**config.mk**
```make
export PLATFORM = sky130hd
export DESIGN_NAME = imem_arbiter
export DESIGN_NICKNAME = d
export VERILOG_FILES = /design/src/rtl/y86_mem_pkg.sv /design/src/rtl/imem_arbiter_rr_arb2.sv /design/src/rtl/imem_arbiter.sv
export SDC_FILE = /design/constraint.sdc
export NUM_CORES = 1
export LEC_CHECK = 0
export CORE_AREA = 2 2 246 248
export DETAILED_ROUTE_END_ITERATION = 16
export DIE_AREA = 0 0 248 250
export SLEW_MARGIN = 20
export SYNTH_ARGS = -nofsm -noshare
export SYNTH_HDL_FRONTEND = slang
export SYNTH_SLANG_ARGS = --single-unit
```
**constraint.sdc**
```tcl
create_clock -name clk -period 2.1 [get_ports clk]
set_input_delay 0.21 -clock clk [delete_from_list [all_inputs] [get_ports clk]]
set_output_delay 0.21 -clock clk [all_outputs]
set_load 0.005 [all_outputs]
```
**src/rtl/y86_mem_pkg.sv**
```systemverilog
// Shared types for the y86 instruction-memory path: widths, requester
// identity and the one-entry response record carried to the next cycle.
package y86_mem_pkg;

  localparam int MEM_ADDR_W = 64;
  localparam int MEM_DATA_W = 80;

  typedef enum logic {
    OWN_FETCH  = 1'b0,
    OWN_LOADER = 1'b1
  } owner_e;

  typedef struct packed {
    owner_e owner;
    logic   was_write;
    logic   oor;
  } resp_t;

  localparam resp_t RESP_IDLE = '{owner: OWN_LOADER, was_write: 1'b0, oor: 1'b0};

  function automatic owner_e other_owner(input owner_e o);
    return (o == OWN_FETCH) ? OWN_LOADER : OWN_FETCH;
  endfunction

endpackage

```
**src/rtl/imem_arbiter_rr_arb2.sv**
```systemverilog
// Two-way round-robin arbiter between fetch and loader. force_l hands the
// loader exclusive ownership; last_owner breaks ties toward the other side.
module rr_arb2
  import y86_mem_pkg::*;
(
  input  logic clk,
  input  logic rst_n,
  input  logic req_f,
  input  logic req_l,
  input  logic force_l,
  output logic gnt_f,
  output logic gnt_l
);

  owner_e last_owner;
  owner_e favoured;

  assign favoured = other_owner(last_owner);

  always_comb begin
    // NOTE: every output gets a default first so no path leaves it unassigned
    // and no latch is inferred.
    gnt_f = 1'b0;
    gnt_l = 1'b0;
    if (req_f && !force_l && (!req_l || favoured == OWN_FETCH)) begin
      gnt_f = 1'b1;
    end else if (req_l) begin
      gnt_l = 1'b1;
    end
  end

  // Starting as if the loader went last lets fetch win the first tie.
  always_ff @(posedge clk or negedge rst_n) begin
    // NOTE: state registers use non-blocking assignments only, so every flop
    // samples pre-edge values regardless of block ordering.
    if (!rst_n) begin
      last_owner <= OWN_LOADER;
    end else if (gnt_f) begin
      last_owner <= OWN_FETCH;
    end else if (gnt_l) begin
      last_owner <= OWN_LOADER;
    end
  end

endmodule

```
**src/rtl/imem_arbiter.sv**
```systemverilog
// Shares the single-ported instruction memory between fetch and the loader:
// one access per cycle, 1-cycle read latency, range errors, stall counting.
module imem_arbiter
  import y86_mem_pkg::*;
#(
  parameter int ADDR_W = MEM_ADDR_W,
  parameter int DATA_W = MEM_DATA_W,
  parameter int DEPTH  = 10,
  parameter int CNT_W  = 32
) (
  input  logic              clk,
  input  logic              rst_n,

  input  logic              f_req,
  input  logic [ADDR_W-1:0] f_addr,
  output logic              f_gnt,
  output logic              f_rvalid,
  output logic [DATA_W-1:0] f_rdata,
  output logic              f_err,

  input  logic              l_req,
  input  logic              l_we,
  input  logic [ADDR_W-1:0] l_addr,
  input  logic [DATA_W-1:0] l_wdata,
  input  logic              l_lock,
  output logic              l_gnt,
  output logic              l_rvalid,
  output logic [DATA_W-1:0] l_rdata,
  output logic              l_err,

  output logic              m_en,
  output logic              m_we,
  output logic [ADDR_W-1:0] m_addr,
  output logic [DATA_W-1:0] m_wdata,
  input  logic [DATA_W-1:0] m_rdata,

  output logic [CNT_W-1:0]  f_stall_cnt
);

  logic              f_req_v;
  logic              l_req_v;
  logic              f_oor;
  logic              l_oor;
  logic              acc_oor;
  logic              resp_valid_q;
  resp_t             resp_q;
  resp_t             resp_d;
  logic [DATA_W-1:0] resp_data;
  logic [DATA_W-1:0] f_rdata_q;
  logic [DATA_W-1:0] l_rdata_q;

  // Grants are combinational, so requests are masked while reset is held to
  // keep gnt and the memory strobes at their reset values.
  assign f_req_v = f_req & rst_n;
  assign l_req_v = l_req & rst_n;

  assign f_oor = (f_addr >= ADDR_W'(DEPTH));
  assign l_oor = (l_addr >= ADDR_W'(DEPTH));

  rr_arb2 u_arb (
    .clk     (clk),
    .rst_n   (rst_n),
    .req_f   (f_req_v),
    .req_l   (l_req_v),
    .force_l (l_lock),
    .gnt_f   (f_gnt),
    .gnt_l   (l_gnt)
  );

  // An out-of-range grant is still accepted but never reaches the array.
  always_comb begin
    m_en    = 1'b0;
    m_we    = 1'b0;
    m_addr  = '0;
    acc_oor = 1'b0;
    if (f_gnt) begin
      m_addr  = f_addr;
      acc_oor = f_oor;
      m_en    = !f_oor;
    end else if (l_gnt) begin
      m_addr  = l_addr;
      m_we    = l_we;
      acc_oor = l_oor;
      m_en    = !l_oor;
    end
  end

  assign m_wdata = rst_n ? l_wdata : '0;

  always_comb begin
    resp_d           = RESP_IDLE;
    resp_d.owner     = f_gnt ? OWN_FETCH : OWN_LOADER;
    resp_d.was_write = l_gnt & l_we;
    resp_d.oor       = acc_oor;
  end

  always_ff @(posedge clk or negedge rst_n) begin
    if (!rst_n) begin
      resp_valid_q <= 1'b0;
      resp_q       <= RESP_IDLE;
    end else begin
      resp_valid_q <= f_gnt | l_gnt;
      resp_q       <= resp_d;
    end
  end

  assign f_rvalid  = resp_valid_q && (resp_q.owner == OWN_FETCH);
  assign l_rvalid  = resp_valid_q && (resp_q.owner == OWN_LOADER);
  assign f_err     = f_rvalid & resp_q.oor;
  assign l_err     = l_rvalid & resp_q.oor;
  assign resp_data = (resp_q.was_write || resp_q.oor) ? '0 : m_rdata;

  // Read data is passed straight through in the response cycle and held
  // afterwards, so rdata stays stable until that requester's next response.
  assign f_rdata = f_rvalid ? resp_data : f_rdata_q;
  assign l_rdata = l_rvalid ? resp_data : l_rdata_q;

  always_ff @(posedge clk or negedge rst_n) begin
    // NOTE: the rdata holding registers are reset explicitly; they are plain
    // flops, not a memory array, and must read 0 straight out of reset.
    if (!rst_n) begin
      f_rdata_q <= '0;
      l_rdata_q <= '0;
    end else begin
      if (f_rvalid) f_rdata_q <= resp_data;
      if (l_rvalid) l_rdata_q <= resp_data;
    end
  end

  always_ff @(posedge clk or negedge rst_n) begin
    if (!rst_n) begin
      f_stall_cnt <= '0;
    end else if (f_req && !f_gnt && (f_stall_cnt != '1)) begin
      f_stall_cnt <= f_stall_cnt + CNT_W'(1);
    end
  end

endmodule

```
Yosys cells after proc, flatten, opt, wreduce, memory -nomap -nowiden
Index checks and enable logic that the tools add are counted.
{ "classes": {"add_sub_neg": 1, "n_mul": 0, "div": 0, "order_cmp": 2, "eq_ne": 1, "shifts": 0, "n_mux": 18, "bitwise_logic": 7, "reduce_logical": 14} }
{ "op_table": {"columns": ["op", "n"], "rows": [
  ["2-to-1 mux 80 bit", 4],
  ["greater-or-equal comparator 64 x 4 -> 1 bit (second input constant)", 2],
  ["2-to-1 mux 64 bit", 2],
  ["adder 32 x 1 -> 32 bit (second input constant)", 1],
  ["inequality test 32 bit (second input constant)", 1],
  ["2-to-1 mux 1 bit", 12],
  ["logical AND 1 bit", 6],
  ["bitwise AND 1 bit", 5],
  ["zero test 1 bit", 5],
  ["logical OR 1 bit", 2],
  ["nonzero test 2 bit", 1],
  ["inverter 1 bit", 1],
  ["OR 1 bit", 1]
]} }
{ "totals": {"register_bits": 197, "latch_bits": 0, "mem_bits_rw": 0, "rom_bits": 0, "inputBits": 294, "wordCells": 51, "mem_count": 0} }

Depth between registers and ports, before layout
{ "depth": {"word_depth": 8, "depth_mapped": 7, "depth_no_buf": 6} }

By module
From an unflattened synthesis, not the netlist that was laid out.
{ "unflattened": {"cells_unflattened": 985, "area_unflattened_um2": 9188.8} }
{ "modules_own_cells": {"columns": ["module", "instances", "cells_per_inst", "area_per_inst_um2", "seq_area_each_um2"], "rows": [
  ["imem_arbiter", 1, 979, 9122.5, 4906.0],
  ["rr_arb2", 1, 6, 66.3, 26.3]
]} }

Worst setup path before layout
OpenSTA, ideal clock, no wires.
{ "synth_path": {"path_kind": "reg2reg", "start": "register f_stall_cnt[24]", "end": "register f_stall_cnt[11]", "setup_ps": 80, "t_arrival_ps": 1842, "t_required_ps": 2020, "setup_slack_ps": 178, "path_stages_with_launch": 7, "n_path_buf": 1, "path_cell_list": "dfrtp_1 nand4_1 or4_4 or3_1 buf_6 nand4_1 xnor2_1"} }
{ "synth_between": {"elab_chain_len": 2} }
{ "synth_lines": {"columns": ["item", "line_no", "text"], "rows": [
  ["start, declared", "imem_arbiter.sv:37", "output logic [CNT_W-1:0] f_stall_cnt"],
  ["start signal, assigned", "imem_arbiter.sv:134", "f_stall_cnt <= f_stall_cnt + CNT_W'(1);"],
  ["inequality test 32 bit", "imem_arbiter.sv:133", "end else if (f_req && !f_gnt && (f_stall_cnt != '1)) begin"],
  ["logical AND 1 bit", "imem_arbiter.sv:133", null]
]} }
Every way passes these cells.
A chain may end at the register's enable or synchronous reset.

Final worst setup path
{ "layout_path": {"start": "register u_arb.last_owner", "end": "output m_addr[7]"} }
{ "layout_between": {"elab_chain_len": 5, "elab_cells_between_ends": 6, "cone_classes": "4 x mux; 2 x reduce/logical"} }
{ "layout_lines": {"columns": ["item", "line_no", "text"], "rows": [
  ["start, declared", "imem_arbiter_rr_arb2.sv:15", "owner_e last_owner;"],
  ["start signal, assigned", "imem_arbiter_rr_arb2.sv:37", "last_owner <= OWN_LOADER;"],
  ["start signal, assigned", "imem_arbiter_rr_arb2.sv:39", "last_owner <= OWN_FETCH;"],
  ["start signal, assigned", "imem_arbiter_rr_arb2.sv:41", "last_owner <= OWN_LOADER;"],
  ["logical OR 1 bit (*)", "imem_arbiter_rr_arb2.sv:25", "if (req_f && !force_l && (!req_l || favoured == OWN_FETCH)) begin"],
  ["logical AND 1 bit (*)", "imem_arbiter_rr_arb2.sv:25", null],
  ["2-to-1 mux 1 bit", "imem_arbiter_rr_arb2.sv:25", null],
  ["2-to-1 mux 64 bit", "imem_arbiter.sv:80", "end else if (l_gnt) begin"],
  ["2-to-1 mux 64 bit (*)", "imem_arbiter.sv:76", "if (f_gnt) begin"],
  ["end, declared", "imem_arbiter.sv:33", "output logic [ADDR_W-1:0] m_addr,"]
]} }
Every way passes the cells marked *; elsewhere a longest branch is shown, timed or not.

==> impl_metrics.csv <==
group,metric,value,unit
outcome,status,"finished with violations",
outcome,violations,"hold timing, setup timing",
logic_synthesis,ys_async_sr_fraction,1.00,
job,cap_viol_max_count,0,
logic_synthesis,synth_top_area_frac,0.531,
floorplan,std_cell_rows,90,
floorplan,num_io_pins,638,
final_layout,final_area,24700,um^2
floorplan,die_width,248,um
floorplan,die_y,250,um
timing,setup_viol,200,
worst_setup_path,ff2ff_setup_slack,0.01,ns
worst_setup_path,path_cells,"nand2b_4, nand3_4, inv_8, nor2_4, buf_12, buf_4, a22o_4, buf_6",
worst_setup_path,crit_buf_inv,4,
final_layout,final_util,0.414,
timing,fin_skew,0.0125,ns
route,first_pass_iters,5,
logic_synthesis,synth_edf_count,0,
timing,setup_ws,-0.210,ns
placement,dpl-instance-area,18300,um^2
worst_setup_path,slowest_stage,"dfstp_2",
worst_setup_path,cpLargestDelayFamily,"flip-flops",
worst_setup_path,cp-start-kind,"flop",
worst_setup_path,critical_path_class,"reg2out",
route,vias_per_cell,4.47,
power_and_ir_drop,pwr-share-comb,0.481,
route,wl_per_cell,25.0,um
clock_network,cts.sinks,197,
clock_network,clk_path_buf_depth,2,
worst_setup_path,crit_arrival,2.10,ns
floorplan,start_util,0.154,
grt,grt_overflow,0,
floorplan,core,59600,um^2
logic_synthesis,yosys_register_bits,197,
final_layout,final_cell_mix,"clkdlybuf4s50_1, buf_4, dfrtp_1",
final_layout,area_growth,169,%
timing,rsz0062_at_grt,"yes",
placement,place_congestion,0.978,
worst_setup_path,worst_ep_required_time,1.89,ns
power_and_ir_drop,clkPwrFrac,0.211,
clock_network,cts_made_buffers,17,
clock_network,holdBufCountCts,1,
placement,numPortBuffers,637,
timing,fmax,433,MHz
power_and_ir_drop,powerDensity,665,nW/um^2
logic_synthesis,syn_nets,1298,
grt,grt_first_pass_wirelength,94400,um
final_layout,finish.net_count,2453,
power_and_ir_drop,total_power,16400,uW
route,vias,13211,
power_and_ir_drop,pwr-share-seq,0.308,
grt,grt_use_total,0.213,
logic_synthesis,yosysWarnings,0,
hold_path,hold_class,"in2async",
worst_setup_path,slowest_delay,0.54,ns
clock_network,cts_tree,"yes",
power_and_ir_drop,worst_ir_drop_vdd,0.805,mV
power_and_ir_drop,intPower,10700,uW
power_and_ir_drop,p_leak,0.0114,uW
logic_synthesis,synth_flop_cell,"dfrtp_1",
grt,antenna_found_initial,15,
power_and_ir_drop,net-switching-power,5720,uW
logic_synthesis,syn_inst,1003,
logic_synthesis,yosysTopAreaCell,"dfrtp_1",
final_layout,drive_above_1_share,0.559,
floorplan,dieArea,62000,um^2
logic_synthesis,avgSynthCellArea,9.16,um^2
route,drt_iter0_markers,634,
timing,maxSlewViolCount,0,
timing,worst_pin_slew,0.602,ns
timing,whs,-0.498,ns
clock_network,clk_latency,0.49,ns
timing,final_hold_viol_count,4,
placement,pre_cts_slack,-0.781,ns
worst_setup_path,path_max_fanout,8,
route,drt.antenna.violating_nets,0,
power_and_ir_drop,p_sw_frac,0.348,
clock_network,cts_root_buf,"clkbuf_16",
logic_synthesis,yosysUniqueCellTypes,41,
route,drcViolationCount,0,
logic_synthesis,synthTopCellsByArea,"dfrtp_1, nand2_1, o21ai_0",
grt,grt_pass1_vias,13489,
final_layout,final_common_cell,"clkdlybuf4s50_1",
clock_network,cts_htree_levels,4,
logic_synthesis,syn_area,9190,um^2
timing,maxSlewHeadroom,0.599,
clock_network,clkTransAtPathRegs,0.08,ns
route,wl,74100,um
logic_synthesis,seq_area_frac_synth,0.537,
grt,grt_max_degree,104,
worst_setup_path,end_kind,"primary output",
placement,place_hpwl,46700,um
timing,fin_crit,2.31,ns
timing,min_period_over_period,1.10,
==> kinds of logic after synthesis <==
family | after synthesis | synth area share
compound gates | 240 | 0.162
xor+xnor | 27 | 0.0257
fa+ha+maj | 1 | 0.00136
buf+inv | 79 | 0.0331
flops | 197 | 0.537
mux | 1 | 0.00123
simple gates | 458 | 0.240
==> per-stage QoR <==
step	hold WS (ns)	cells	TNS [ns]
2_1_floorplan	-0.0856	1003	0
3_3_place_gp	0.00788	2579	-24.63
3_5_place_dp	0.00953	2579	-26.05
4_1_cts	-0.546	2880	-33.01
5_1_grt	-0.537	2957	-37.99
6_report	-0.498	2958	-16.93
==> synthesized netlist by cell type, types with 2 or more instances <==
cell / n
inv_1: 8
nand2_1: 256
or4_1: 3
nand3_1: 17
nand2b_1: 2
xnor2_1: 16
nor4_1: 36
dfrtp_1: 195
o21ai_0: 164
o21a_1: 2
a22o_1: 64
a21oi_1: 2
dfstp_2: 2
nand4_1: 25
clkbuf_1: 64
buf_1: 6
nor2_1: 13
and4_1: 2
or3_1: 3
and2_1: 83
nor3_1: 5
or4_4: 2
xor2_1: 11
and3_1: 5
==> power groups by stage <==
stage | clock network [uW] | registers [uW] | logic, uW
after floorplan | 0 | 4850 | 1220
after global placement | 0 | 4850 | 5180
after detailed placement | 0 | 4890 | 5220
after CTS | 3540 | 4850 | 6460
after global routing | 3710 | 5130 | 8290
final | 3470 | 5060 | 7890
==> routing by layer <==
metal | share of wire | track usage | wire (um) | vias up
met5 | 0.0012 | 0 | 90 | -
met4 | 0.037 | 0.0715 | 2730 | 14
met3 | 0.074 | 0.0610 | 5460 | 161
met2 | 0.49 | 0.369 | 36500 | 636
met1 | 0.40 | 0.250 | 29300 | 6561
li1 | - | - | - | 5839
==> state kept, by name, summed over array words and instances, names as in the netlist <==
name / flops
l_rdata_q: 80
u_arb.last_owner: 1
resp_q: 3
resp_valid_q: 1
f_stall_cnt: 32
f_rdata_q: 80
==> worst paths after layout <==
path                             startpoint              to  cells past startpoint
hold / removal                        rst_n  f_stall_cnt[1]                      1
setup reg to reg                  resp_q[2]   l_rdata_q[47]                     12
hold reg to reg               l_rdata_q[65]   l_rdata_q[65]                      2
max in group asynchronous             rst_n   l_rdata_q[15]                      3
setup / recovery           u_arb.last_owner       m_addr[7]                      8
min in group clk                      rst_n       resp_q[2]                      5
==> worst register-to-register path, stage by stage, from the launching register on <==
cell and delay, ns:
dfstp_2 0.54, buf_6 0.11, nand2_8 0.07, buf_12 0.15
buf_12 0.13, buf_16 0.15, nand2_1 0.14, o21ai_4 0.08
buf_4 0.14, buf_4 0.13, buf_4 0.12, buf_4 0.12
buf_4 0.12
==> cell type report <==
| class | count | area (um^2) |
|---|---|---|
| fill | 5523 | 34900 |
| timing repair buffer | 1207 | 11600 |
| multi-input combinational | 727 | 6530 |
| sequential | 197 | 4930 |
| tap | 782 | 978 |
| clock buffer | 20 | 447 |
| clock inverter | 12 | 140 |
| inverter | 8 | 37.5 |
| antenna | 5 | 12.5 |
==> timing repair <==
item,in CTS,in global routing
setup buffers,242,85
gates cloned,31,11
pin swaps,162,153
setup endpoints to repair,232,241
endpoints found under the hold margin,30,4
resized for setup,1578,382
No activity file was read; power rests on OpenSTA's default activity.
